$ cat config.mk
export PLATFORM = sky130hd
export DESIGN_NAME = qdr2p_port_arbiter_flat
export DESIGN_NICKNAME = d
export VERILOG_FILES = /design/src/rtl/qdr2p_port_arbiter_if.sv /design/src/rtl/qdr2p_port_arbiter.sv /design/src/flat_wrapper.sv
export SDC_FILE = /design/constraint.sdc
export NUM_CORES = 1
export LEC_CHECK = 0
export CAP_MARGIN = 20
export CORE_AREA = 5 5 477 479
export DETAILED_ROUTE_END_ITERATION = 8
export DIE_AREA = 0 0 482 484
export GPL_TIMING_DRIVEN = 0
export HOLD_SLACK_MARGIN = 0.02
export PLACE_DENSITY = 0.34
export SLEW_MARGIN = 30
export SYNTH_ARGS = -nofsm -noshare
export SYNTH_HDL_FRONTEND = slang
export SYNTH_SLANG_ARGS = --single-unit
export TNS_END_PERCENT = 20
$ cat constraint.sdc
create_clock -name clk -period 5.55 [get_ports clk]
set_clock_uncertainty 0.15 [all_clocks]
set_input_delay 1.11 -clock clk [delete_from_list [all_inputs] [get_ports clk]]
set_output_delay 1.11 -clock clk [all_outputs]
set_load 0.05 [all_outputs]
$ cat src/rtl/qdr2p_port_arbiter_if.sv
// Requester and controller-side bundle for the QDR-II+ port arbiter.
// The arbiter takes the slave view; the environment or requesters take the master view.
interface qdr2p_port_arbiter_if #(
  parameter int NUM_PORTS       = 4,
  parameter int ADDR_BITS       = 18,
  parameter int DATA_WIDTH      = 144,
  parameter int MAX_OUTSTANDING = 16
);
  localparam int CW = $clog2(MAX_OUTSTANDING) + 1;

  logic [NUM_PORTS-1:0]            port_rd_req;
  logic [NUM_PORTS*ADDR_BITS-1:0]  port_rd_addr;
  logic [NUM_PORTS-1:0]            port_rd_ack;
  logic [NUM_PORTS-1:0]            port_wr_req;
  logic [NUM_PORTS*ADDR_BITS-1:0]  port_wr_addr;
  logic [NUM_PORTS*DATA_WIDTH-1:0] port_wr_data;
  logic [NUM_PORTS-1:0]            port_wr_ack;
  logic [NUM_PORTS-1:0]            port_rd_valid;
  logic [DATA_WIDTH-1:0]           port_rd_data;
  logic                            ctl_rd_en;
  logic [ADDR_BITS-1:0]            ctl_rd_addr;
  logic                            ctl_wr_en;
  logic [ADDR_BITS-1:0]            ctl_wr_addr;
  logic [DATA_WIDTH-1:0]           ctl_wr_data;
  logic                            ctl_rd_valid;
  logic [DATA_WIDTH-1:0]           ctl_rd_data;
  logic [CW-1:0]                   rd_outstanding;
  logic                            rd_underflow;

  modport slave (
    input  port_rd_req, port_rd_addr, port_wr_req, port_wr_addr, port_wr_data,
           ctl_rd_valid, ctl_rd_data,
    output port_rd_ack, port_wr_ack, port_rd_valid, port_rd_data,
           ctl_rd_en, ctl_rd_addr, ctl_wr_en, ctl_wr_addr, ctl_wr_data,
           rd_outstanding, rd_underflow
  );

  modport master (
    output port_rd_req, port_rd_addr, port_wr_req, port_wr_addr, port_wr_data,
           ctl_rd_valid, ctl_rd_data,
    input  port_rd_ack, port_wr_ack, port_rd_valid, port_rd_data,
           ctl_rd_en, ctl_rd_addr, ctl_wr_en, ctl_wr_addr, ctl_wr_data,
           rd_outstanding, rd_underflow
  );
endinterface

$ cat src/rtl/qdr2p_port_arbiter.sv
// Round-robin read/write arbiter sharing one QDR-II+ controller; acks combinational, issue and return 1 clk.
// Reads stall once MAX_OUTSTANDING are in flight; writes are never held off; a tag FIFO steers read returns.
module qdr2p_port_arbiter #(
  parameter int NUM_PORTS       = 4,
  parameter int ADDR_BITS       = 18,
  parameter int DATA_WIDTH      = 144,
  parameter int MAX_OUTSTANDING = 16
) (
  input logic                clk,
  input logic                rst_n,
  qdr2p_port_arbiter_if.slave bus
);
  localparam int PW = $clog2(NUM_PORTS);
  localparam int TW = $clog2(MAX_OUTSTANDING);
  localparam int CW = TW + 1;

  logic [PW-1:0]         r_rd_ptr, r_wr_ptr;
  logic                  w_rd_gnt, w_wr_gnt;
  logic [PW-1:0]         w_rd_idx, w_wr_idx;
  logic [NUM_PORTS-1:0]  w_rd_ack, w_wr_ack;
  logic                  w_rd_allow;
  logic                  w_pop;
  logic [NUM_PORTS-1:0]  w_ret_onehot;

  logic [PW-1:0]         r_tag_mem [MAX_OUTSTANDING];
  logic [TW-1:0]         r_tag_wptr, r_tag_rptr;
  logic [CW-1:0]         r_rd_cnt;

  logic                  r_ctl_rd_en, r_ctl_wr_en;
  logic [ADDR_BITS-1:0]  r_ctl_rd_addr, r_ctl_wr_addr;
  logic [DATA_WIDTH-1:0] r_ctl_wr_data;
  logic [NUM_PORTS-1:0]  r_port_rd_valid;
  logic [DATA_WIDTH-1:0] r_port_rd_data;
  logic                  r_rd_underflow;

  function automatic logic [PW-1:0] f_next(input logic [PW-1:0] ptr, input int k);
    int s;
    s = int'(ptr) + k;
    if (s >= NUM_PORTS) s = s - NUM_PORTS;
    return PW'(s);
  endfunction

  // Conservative throttle: a same-cycle return does not free a slot until the next cycle.
  assign w_rd_allow = (r_rd_cnt != CW'(MAX_OUTSTANDING));
  assign w_pop      = bus.ctl_rd_valid && (r_rd_cnt != '0);

  always_comb begin
    w_rd_gnt = 1'b0;
    w_rd_idx = r_rd_ptr;
    w_wr_gnt = 1'b0;
    w_wr_idx = r_wr_ptr;
    w_rd_ack = '0;
    w_wr_ack = '0;
    for (int k = 1; k <= NUM_PORTS; k++) begin
      if (!w_rd_gnt && w_rd_allow && bus.port_rd_req[f_next(r_rd_ptr, k)]) begin
        w_rd_gnt = 1'b1;
        w_rd_idx = f_next(r_rd_ptr, k);
      end
      if (!w_wr_gnt && bus.port_wr_req[f_next(r_wr_ptr, k)]) begin
        w_wr_gnt = 1'b1;
        w_wr_idx = f_next(r_wr_ptr, k);
      end
    end
    if (w_rd_gnt) w_rd_ack[w_rd_idx] = 1'b1;
    if (w_wr_gnt) w_wr_ack[w_wr_idx] = 1'b1;
  end

  always_comb begin
    w_ret_onehot = '0;
    w_ret_onehot[r_tag_mem[r_tag_rptr]] = 1'b1;
  end

  always_ff @(posedge clk) begin
    if (w_rd_gnt) r_tag_mem[r_tag_wptr] <= w_rd_idx;
  end

  always_ff @(posedge clk or negedge rst_n) begin
    if (!rst_n) begin
      r_rd_ptr        <= PW'(NUM_PORTS - 1);
      r_wr_ptr        <= PW'(NUM_PORTS - 1);
      r_tag_wptr      <= '0;
      r_tag_rptr      <= '0;
      r_rd_cnt        <= '0;
      r_ctl_rd_en     <= 1'b0;
      r_ctl_rd_addr   <= '0;
      r_ctl_wr_en     <= 1'b0;
      r_ctl_wr_addr   <= '0;
      r_ctl_wr_data   <= '0;
      r_port_rd_valid <= '0;
      r_port_rd_data  <= '0;
      r_rd_underflow  <= 1'b0;
    end else begin
      if (w_rd_gnt) r_rd_ptr <= w_rd_idx;
      if (w_wr_gnt) r_wr_ptr <= w_wr_idx;

      // Idle cycles drive zeros onto the controller buses to limit toggling.
      r_ctl_rd_en   <= w_rd_gnt;
      r_ctl_rd_addr <= w_rd_gnt ? bus.port_rd_addr[int'(w_rd_idx)*ADDR_BITS +: ADDR_BITS] : '0;
      r_ctl_wr_en   <= w_wr_gnt;
      r_ctl_wr_addr <= w_wr_gnt ? bus.port_wr_addr[int'(w_wr_idx)*ADDR_BITS +: ADDR_BITS] : '0;
      r_ctl_wr_data <= w_wr_gnt ? bus.port_wr_data[int'(w_wr_idx)*DATA_WIDTH +: DATA_WIDTH] : '0;

      if (w_rd_gnt) r_tag_wptr <= r_tag_wptr + 1'b1;
      if (w_pop)    r_tag_rptr <= r_tag_rptr + 1'b1;
      if (w_rd_gnt && !w_pop)      r_rd_cnt <= r_rd_cnt + 1'b1;
      else if (!w_rd_gnt && w_pop) r_rd_cnt <= r_rd_cnt - 1'b1;

      r_port_rd_valid <= w_pop ? w_ret_onehot : '0;
      if (w_pop) r_port_rd_data <= bus.ctl_rd_data;
      if (bus.ctl_rd_valid && (r_rd_cnt == '0)) r_rd_underflow <= 1'b1;
    end
  end

  assign bus.port_rd_ack    = w_rd_ack;
  assign bus.port_wr_ack    = w_wr_ack;
  assign bus.ctl_rd_en      = r_ctl_rd_en;
  assign bus.ctl_rd_addr    = r_ctl_rd_addr;
  assign bus.ctl_wr_en      = r_ctl_wr_en;
  assign bus.ctl_wr_addr    = r_ctl_wr_addr;
  assign bus.ctl_wr_data    = r_ctl_wr_data;
  assign bus.port_rd_valid  = r_port_rd_valid;
  assign bus.port_rd_data   = r_port_rd_data;
  assign bus.rd_outstanding = r_rd_cnt;
  assign bus.rd_underflow   = r_rd_underflow;
endmodule

$ cat src/flat_wrapper.sv
// flat-port wrapper written by rule: the top's interface ports become plain ports
module qdr2p_port_arbiter_flat 
#(
  parameter int NUM_PORTS       = 4,
  parameter int ADDR_BITS       = 18,
  parameter int DATA_WIDTH      = 144,
  parameter int MAX_OUTSTANDING = 16
)
  (clk, rst_n, bus_port_rd_req, bus_port_rd_addr, bus_port_wr_req, bus_port_wr_addr, bus_port_wr_data, bus_ctl_rd_valid, bus_ctl_rd_data, bus_port_rd_ack, bus_port_wr_ack, bus_port_rd_valid, bus_port_rd_data, bus_ctl_rd_en, bus_ctl_rd_addr, bus_ctl_wr_en, bus_ctl_wr_addr, bus_ctl_wr_data, bus_rd_outstanding, bus_rd_underflow);
  qdr2p_port_arbiter_if #(.NUM_PORTS(NUM_PORTS), .ADDR_BITS(ADDR_BITS), .DATA_WIDTH(DATA_WIDTH), .MAX_OUTSTANDING(MAX_OUTSTANDING)) bus_i ();
  input logic clk;
  input logic rst_n;
  input wire logic [$bits(bus_i.port_rd_req)-1:0] bus_port_rd_req;
  input wire logic [$bits(bus_i.port_rd_addr)-1:0] bus_port_rd_addr;
  input wire logic [$bits(bus_i.port_wr_req)-1:0] bus_port_wr_req;
  input wire logic [$bits(bus_i.port_wr_addr)-1:0] bus_port_wr_addr;
  input wire logic [$bits(bus_i.port_wr_data)-1:0] bus_port_wr_data;
  input wire logic [$bits(bus_i.ctl_rd_valid)-1:0] bus_ctl_rd_valid;
  input wire logic [$bits(bus_i.ctl_rd_data)-1:0] bus_ctl_rd_data;
  output wire logic [$bits(bus_i.port_rd_ack)-1:0] bus_port_rd_ack;
  output wire logic [$bits(bus_i.port_wr_ack)-1:0] bus_port_wr_ack;
  output wire logic [$bits(bus_i.port_rd_valid)-1:0] bus_port_rd_valid;
  output wire logic [$bits(bus_i.port_rd_data)-1:0] bus_port_rd_data;
  output wire logic [$bits(bus_i.ctl_rd_en)-1:0] bus_ctl_rd_en;
  output wire logic [$bits(bus_i.ctl_rd_addr)-1:0] bus_ctl_rd_addr;
  output wire logic [$bits(bus_i.ctl_wr_en)-1:0] bus_ctl_wr_en;
  output wire logic [$bits(bus_i.ctl_wr_addr)-1:0] bus_ctl_wr_addr;
  output wire logic [$bits(bus_i.ctl_wr_data)-1:0] bus_ctl_wr_data;
  output wire logic [$bits(bus_i.rd_outstanding)-1:0] bus_rd_outstanding;
  output wire logic [$bits(bus_i.rd_underflow)-1:0] bus_rd_underflow;
  assign bus_i.port_rd_req = bus_port_rd_req;
  assign bus_i.port_rd_addr = bus_port_rd_addr;
  assign bus_i.port_wr_req = bus_port_wr_req;
  assign bus_i.port_wr_addr = bus_port_wr_addr;
  assign bus_i.port_wr_data = bus_port_wr_data;
  assign bus_i.ctl_rd_valid = bus_ctl_rd_valid;
  assign bus_i.ctl_rd_data = bus_ctl_rd_data;
  assign bus_port_rd_ack = bus_i.port_rd_ack;
  assign bus_port_wr_ack = bus_i.port_wr_ack;
  assign bus_port_rd_valid = bus_i.port_rd_valid;
  assign bus_port_rd_data = bus_i.port_rd_data;
  assign bus_ctl_rd_en = bus_i.ctl_rd_en;
  assign bus_ctl_rd_addr = bus_i.ctl_rd_addr;
  assign bus_ctl_wr_en = bus_i.ctl_wr_en;
  assign bus_ctl_wr_addr = bus_i.ctl_wr_addr;
  assign bus_ctl_wr_data = bus_i.ctl_wr_data;
  assign bus_rd_outstanding = bus_i.rd_outstanding;
  assign bus_rd_underflow = bus_i.rd_underflow;
  qdr2p_port_arbiter #(.NUM_PORTS(NUM_PORTS), .ADDR_BITS(ADDR_BITS), .DATA_WIDTH(DATA_WIDTH), .MAX_OUTSTANDING(MAX_OUTSTANDING)) u_core (.clk(clk), .rst_n(rst_n), .bus(bus_i));
endmodule
==> results of run 1 <==
[cell usage after synthesis, types with 2 or more instances]
cell type  number  area (sq um)
nand2_1       447          1678
inv_2           2         7.510
buf_2          65         325.3
and2_1          4         25.02
buf_6          33         371.6
buf_4           6         45.04
nand2b_1        4         25.02
o21ai_0         5         25.02
clkbuf_1       68         255.2
a21o_1          4         30.03
and3_1        167          1045
xnor2_1         9         78.83
mux4_2          9         202.7
nor2_1          8         30.03
inv_1           7         26.28
nor3_1          6         30.03
o22ai_1        18         112.6
edfxtp_1       32         960.9
and4_1          4         35.03
dfstp_2         4         105.1
mux2i_1       202          2022
nand4_1         2         12.51
dfrtp_1       344          8608
nor3b_1         8         60.06
nor2b_1         3         18.77
xor2_1          2         17.52
ha_1            9         112.6
a211oi_1      324          2432
a21oi_1         7         35.03
a21bo_1         2         20.02
[critical path: cells and delay by family]
family / cells / cell delay [ns]
AOI/OAI and AO/OA: 3 / 0.56
and+or+nand+nor: 2 / 0.38
buffers and inverters: 4 / 2.00
[kinds of logic (layout without fill, tap and decap cells)]
| family | count (synthesis) | in the layout | share of synthesized area |
|---|---|---|---|
| adder cells (fa/ha/maj) | 10 | 10 | 0.006974 |
| XOR/XNOR | 11 | 11 | 0.005067 |
| buffers and inverters | 183 | 1521 | 0.05527 |
| flip-flops | 380 | 380 | 0.5087 |
| other | 0 | 24 | 0 |
| multiplexers | 212 | 212 | 0.1176 |
| AND/OR/NAND/NOR | 662 | 662 | 0.1604 |
| AO/OA/AOI/OAI | 369 | 369 | 0.1460 |
[registers in the layout (all words and copies together), names as in the netlist]
| signal | cells |
|---|---|
| u_core.bus.ctl_rd_addr | 18 |
| u_core.bus.rd_underflow | 1 |
| u_core.bus.ctl_wr_data | 144 |
| u_core.bus.rd_outstanding | 5 |
| u_core.r_tag_mem | 32 |
| u_core.r_wr_ptr | 2 |
| u_core.bus.port_rd_valid | 4 |
| u_core.r_rd_ptr | 2 |
| u_core.r_tag_rptr | 4 |
| u_core.bus.ctl_wr_addr | 18 |
| u_core.bus.port_rd_data | 144 |
| u_core.bus.ctl_rd_en | 1 |
| u_core.r_tag_wptr | 4 |
| u_core.bus.ctl_wr_en | 1 |
[where the power goes]
group          internal [mW]  leakage, nW  switching, mW
Sequential              3.92         4.43          0.467
Combinational           4.21         9.64           8.82
Clock                   2.48         1.04           1.70
Total                   10.6         15.1           11.0
[worst max path at each step]
stage,endpoint,depth (start not counted),start
final,bus_port_rd_ack[3],9,bus_port_rd_req[3]
after global routing,bus_port_rd_ack[3],9,bus_port_rd_req[3]
after CTS,bus_port_wr_ack[3],7,bus_port_wr_req[0]
after detailed placement,bus_port_wr_ack[2],8,bus_port_wr_req[0]
after global placement,u_core.bus.ctl_wr_data[2],1,rst_n
after floorplan,bus_port_wr_ack[0],8,bus_port_wr_req[2]
[through the flow]
step	total power [mW]	utilization	area [sq um]	hold WS, ns
4_1_cts	22.21	0.1671	37290	0.08087
2_1_floorplan	11.66	-	19020	0.3440
3_5_place_dp	17.81	0.1576	35180	0.3126
6_report	21.60	0.1674	37350	0.1583
3_3_place_gp	17.81	0.1566	34950	0.3080
5_1_grt	22.68	0.1672	37310	0.1258
[routing by layer]
metal | global-route usage | vias up
li1 | - | 9222
met2 | 0.2692 | 1074
met5 | 0 | -
met4 | 0.03994 | 74
met3 | 0.05913 | 291
met1 | 0.1601 | 9947
[area by class of cell]
class | count | area, sq um
fillers | 25048 | 185800
clock buffers | 86 | 1749
repair buffers | 1225 | 12370
well taps | 2992 | 3744
diodes | 24 | 60.06
multi-input cells | 1264 | 8329
clock inverters | 27 | 370.4
flip-flops and latches | 380 | 9674
plain buffers | 173 | 1020
inverters | 10 | 38.79
==> metrics.md, run 1 <==
| Metric | Value |
|---|---|
| GR Util All Layers | `0.1489` |
| Share of post-route cells with drive strength above 1 | `0.08183` |
| Clock Path Buffers | `3` |
| Mapped cell area | `0.01902 sq mm` |
| CP endpoint kind | `primary output` |
| Seq/Total Area, Yosys | `0.5087` |
| Met1 wire length | `67,260 microns` |
| Die Area | `0.2333 sq mm` |
| Slack of the worst reg-to-reg path | `2.08 ns` |
| Routed len/inst | `29.44 microns` |
| RSZ-0062 raised after global routing | `false` |
| Post-layout min period | `5.346 ns` |
| Vias in the first global route | `22,082` |
| Power Dens Cells | `578.3 mW/mm^2` |
| Metal2 WL | `91,760 microns` |
| RR Startpoint | `u_core.bus.rd_outstanding[1]` |
| Leakage power | `15.10 nW` |
| Clock root buffer | `clkbuf_16` |
| HPWL Detailed | `155,600 microns` |
| Number of CTS-inserted buffers | `60` |
| Commonest non-fill, non-tap cells in the layout | `clkdlybuf4s50_1 (1,211), nand2_1 (447), dfrtp_1 (344), a211oi_1 (319), mux2i_1 (200)` |
| First-pass GRT wire length | `229,400 microns` |
| Crit path arrival time | `4.09 ns` |
| Gp weighted congestion | `0.8788` |
| Slew Viols, Final | `0` |
| FF+latch count, synth | `380` |
| Pin count of the biggest net entering global routing | `71` |
| R2r endpoint | `u_core.bus.rd_outstanding[4]` |
| Syn_nets | `2,712` |
| Ys async rst share | `0.9158` |
| Max_slew headroom | `0.3194` |
| Die H | `484 microns` |
| Top sig layer | `met5` |
| Initial DRC Count | `892` |
| Clock-pin slew on the worst setup and hold paths | `0.06 ns` |
| Number of synthesized flops with an enable pin | `32` |
| Grt ovf | `0` |
| Hold WC Path Type | `in -> async` |
| # rows | `174` |
| Initial Util | `0.08522` |
| Via density | `3.334` |
| Final WS setup | `0.2044 ns` |
| Endpoints failing setup | `0` |
| Actual slew at the worst max-slew pin | `1.021 ns` |
| CTS Hold Bufs | `0` |
| Metal3 WL | `17,060 microns` |
| # IOs | `1,219` |
| Setup TNS | `0 ns` |
| Synth cell types | `52` |
| # resized after CTS | `2` |
| Htree depth | `2` |
| # port buffers | `1,218` |
| R2R depth | `14` |
| DRT antenna net count | `0` |
| Placed Instances | `6,044` |
| CP startpoint kind | `primary input` |
| Clk sink count | `380` |
| Crit path largest cell delay | `0.88 ns` |
| Worst path cell trace | `clkdlybuf4s50_1 -> nor3b_1 -> a221oi_2 -> o32ai_2 -> buf_6 -> buf_6 -> nand2_1 -> a21oi_1 -> clkdlybuf4s50_1` |
| Antenna violations before repair | `125` |
| Worst VDD drop | `0.2551 mV` |
| Crit path max fanout | `25` |
| CORE AREA | `0.2232 sq mm` |
| Slowest CP cell | `clkdlybuf4s50_1` |
| Synthesis-to-finish area growth | `96.41%` |
| Fmax achieved | `187.1 MHz` |
| Synthesis Warnings | `0` |
| Final period utilization | `0.9632` |
| Status | `completed` |
| Most used DFF post-synth | `dfrtp_1` |
| Final Non-Filler Cells | `6,181` |
| Syn avg cell area | `10.41 sq um` |
| TritonCTS clock tree | `done` |
| Routed WL | `182,000 microns` |
| Die X | `482 microns` |
| DRC Markers | `0` |
| Required @ worst endpoint | `4.29 ns` |
| Post-CTS setup buffer count | `0` |
| Setup CP Type | `in -> out` |
| Drt pass-1 iters | `5` |
| Cells after Synth | `1,827` |
| DR vias | `20,608` |
| Fin. Hold Viols | `0` |
| Clk_lat worst skew | `0.71 ns` |
| Post-Place Worst Slack | `-0.1187 ns` |
| # nets final | `3,999` |
| Max-cap viol count | `0` |
| Commonest non-fill, non-tap cell in the layout | `clkdlybuf4s50_1` |
Note: power is estimated with default switching activity, not from simulation.
==> run 2: changes to the inputs <==
--- a/config.mk
+++ b/config.mk
@@ -12,6 +12,7 @@
 export GPL_TIMING_DRIVEN = 0
 export HOLD_SLACK_MARGIN = 0.02
 export PLACE_DENSITY = 0.34
+export SKIP_CTS_REPAIR_TIMING = 1
 export SLEW_MARGIN = 30
 export SYNTH_ARGS = -nofsm -noshare
 export SYNTH_HDL_FRONTEND = slang
==> metrics.md, run 2 (synthesis gave the netlist of run 1 again) <==
| Metric | Value |
|---|---|
| Drt pass-1 iters | `5 (unchanged)` |
| Placed Instances | `6,044 (unchanged)` |
| First-pass GRT wire length | `229,400 microns (unchanged)` |
| Post-layout min period | `5.346 ns (unchanged)` |
| Actual slew at the worst max-slew pin | `1.015 ns (-0.005801 ns)` |
| Psw | `11.00 mW (about the same)` |
| Vias in the first global route | `22,082 (unchanged)` |
| Fin. Hold Viols | `0 (unchanged)` |
| Pint | `10.61 mW (about the same)` |
| Die Area | `0.2333 sq mm (unchanged)` |
| Initial Util | `0.08522 (unchanged)` |
| Required @ worst endpoint | `4.29 ns (about the same)` |
| GR Util All Layers | `0.1489 (unchanged)` |
| Worst VDD drop | `0.2551 mV (unchanged)` |
| # port buffers | `1,218 (unchanged)` |
| Clock root buffer | `clkbuf_16` |
| Fmax achieved | `187.1 MHz (unchanged)` |
| Switching portion of total power | `0.5089 (about the same)` |
| Clk_lat worst skew | `0.71 ns (about the same)` |
| Clock Path Buffers | `3 (unchanged)` |
| # IOs | `1,219 (unchanged)` |
| Clk sink count | `380 (unchanged)` |
| CORE AREA | `0.2232 sq mm (unchanged)` |
| Pin count of the biggest net entering global routing | `71 (unchanged)` |
| Die H | `484 microns (unchanged)` |
| Sequential share of power | `0.203 (about the same)` |
| # nets final | `3,999 (unchanged)` |
| DR vias | `20,620 (+0.058%)` |
| Comb pwr share | `0.604 (about the same)` |
| Htree depth | `2 (unchanged)` |
| Setup CP Type | `in -> out` |
| Antenna violations before repair | `125 (unchanged)` |
| Number of CTS-inserted buffers | `60 (unchanged)` |
| Crit path max fanout | `25 (unchanged)` |
| Final Non-Filler Cells | `6,182 (+0.016%)` |
| Synthesis-to-finish area growth | `96.47% (about the same)` |
| CP startpoint kind | `primary input` |
| Routed len/inst | `29.44 microns (about the same)` |
| Share of post-route cells with drive strength above 1 | `0.08183 (unchanged)` |
| Status | `completed` |
| Slew Viols, Final | `0 (unchanged)` |
| DRC Markers | `0 (unchanged)` |
| Clock share of power | `0.193 (about the same)` |
| Commonest non-fill, non-tap cell in the layout | `clkdlybuf4s50_1` |
| Power Dens Cells | `578.4 mW/mm^2 (about the same)` |
| Initial DRC Count | `864 (-3.1%)` |
| Leakage power | `15.12 nW (+0.14%)` |
| Gp weighted congestion | `0.8788 (unchanged)` |
| Routed WL | `182,000 microns (about the same)` |
| DRT antenna net count | `0 (unchanged)` |
| Post-Place Worst Slack | `-0.1187 ns (unchanged)` |
| Crit path arrival time | `4.09 ns (about the same)` |
| R2R depth | `14 (unchanged)` |
| Grt ovf | `0 (unchanged)` |
| Final WS setup | `0.2044 ns (unchanged)` |
| Commonest non-fill, non-tap cells in the layout | `clkdlybuf4s50_1 (1,211), nand2_1 (447), dfrtp_1 (344), a211oi_1 (319), mux2i_1 (200)` |
| Setup TNS | `0 ns (unchanged)` |
| HPWL Detailed | `155,600 microns (unchanged)` |
| Final period utilization | `0.9632 (unchanged)` |
| Max-cap viol count | `0 (unchanged)` |
| # rows | `174 (unchanged)` |
| FILL cells | `25,045 (-0.012%)` |
| CP endpoint kind | `primary output` |
| Clock-pin slew on the worst setup and hold paths | `0.06 ns (about the same)` |
| Die X | `482 microns (unchanged)` |
| RSZ-0062 raised after global routing | `false` |
| Via density | `3.335 (about the same)` |
| Post-Layout Inst Area | `0.03736 sq mm (about the same)` |
| TritonCTS clock tree | `done` |
| Placed Area | `0.03518 sq mm (unchanged)` |
| Endpoints failing setup | `0 (unchanged)` |
| Max_slew headroom | `0.3233 (+0.003867)` |
| Hold WC Path Type | `in -> async` |
==> run 2: cell count changes in the layout (fill, tap and decap cells not counted) <==
cell / before / now
dlygate4sd2_1: 2 / 0
dlymetal6s2s_1: 0 / 2
diode_2: 24 / 25
==> run 2: path summary, 6_finish.rpt <==
check | startpoint | to | slack (ns)
max in group asynchronous | rst_n | u_core.bus.ctl_wr_data[2] | 3.87
setup / recovery | bus_port_rd_req[3] | bus_port_rd_ack[3] | 0.20
hold / removal | rst_n | u_core.bus.port_rd_data[120] | 0.16
hold reg to reg | u_core.bus.port_rd_data[56] | u_core.bus.port_rd_data[56] | 0.32
min in group clk | u_core.bus.port_rd_data[56] | u_core.bus.port_rd_data[56] | 0.32
setup reg to reg | u_core.bus.rd_outstanding[1] | u_core.bus.rd_outstanding[4] | 2.08
==> run 2: layout make-up <==
type	instances	area [sq um]	share of cell area
tap	2992	3744	0.1002
inverter	10	38.79	0.001038
timing repair buffer	1225	12370	0.3312
sequential	380	9674	0.2589
clock buffer	86	1749	0.04682
buffer	173	1020	0.02729
antenna	25	62.56	0.001674
clock inverter	27	370.4	0.009913
multi-input combinational	1264	8329	0.2229
==> run 2: layer usage <==
layer,routed length [microns],GRT usage
met2,91780,0.2692
met5,504,0
met4,5379,0.03994
met3,17060,0.05913
met1,67260,0.1601
==> run 2: worst max-delay path: stages <==
cell	delay [ns]
clkdlybuf4s50_1	0.59
nor3b_1	0.27
a221oi_2	0.09
o32ai_2	0.28
buf_6	0.25
buf_6	0.28
nand2_1	0.11
a21oi_1	0.19
clkdlybuf4s50_1	0.88
==> run 2: power by group through the flow <==
| stage | clock network (mW) | logic [mW] | registers [mW] |
|---|---|---|---|
| finish | 4.18 | 13.0 | 4.38 |
| global route | 4.45 | 13.7 | 4.49 |
| CTS | 4.40 | 13.4 | 4.40 |
| detailed placement | 0 | 13.4 | 4.43 |
| global placement | 0 | 13.4 | 4.46 |
| floorplan | 0 | 4.02 | 7.64 |
==> run 2: per-stage QoR <==
stage | hold slack [ns] | power [mW] | utilization
2_1_floorplan | 0.3440 | 11.66 | -
3_3_place_gp | 0.3080 | 17.81 | 0.1566
3_5_place_dp | 0.3126 | 17.81 | 0.1576
4_1_cts | 0.08087 | 22.21 | 0.1671
5_1_grt | 0.1258 | 22.69 | 0.1672
6_report | 0.1582 | 21.61 | 0.1674
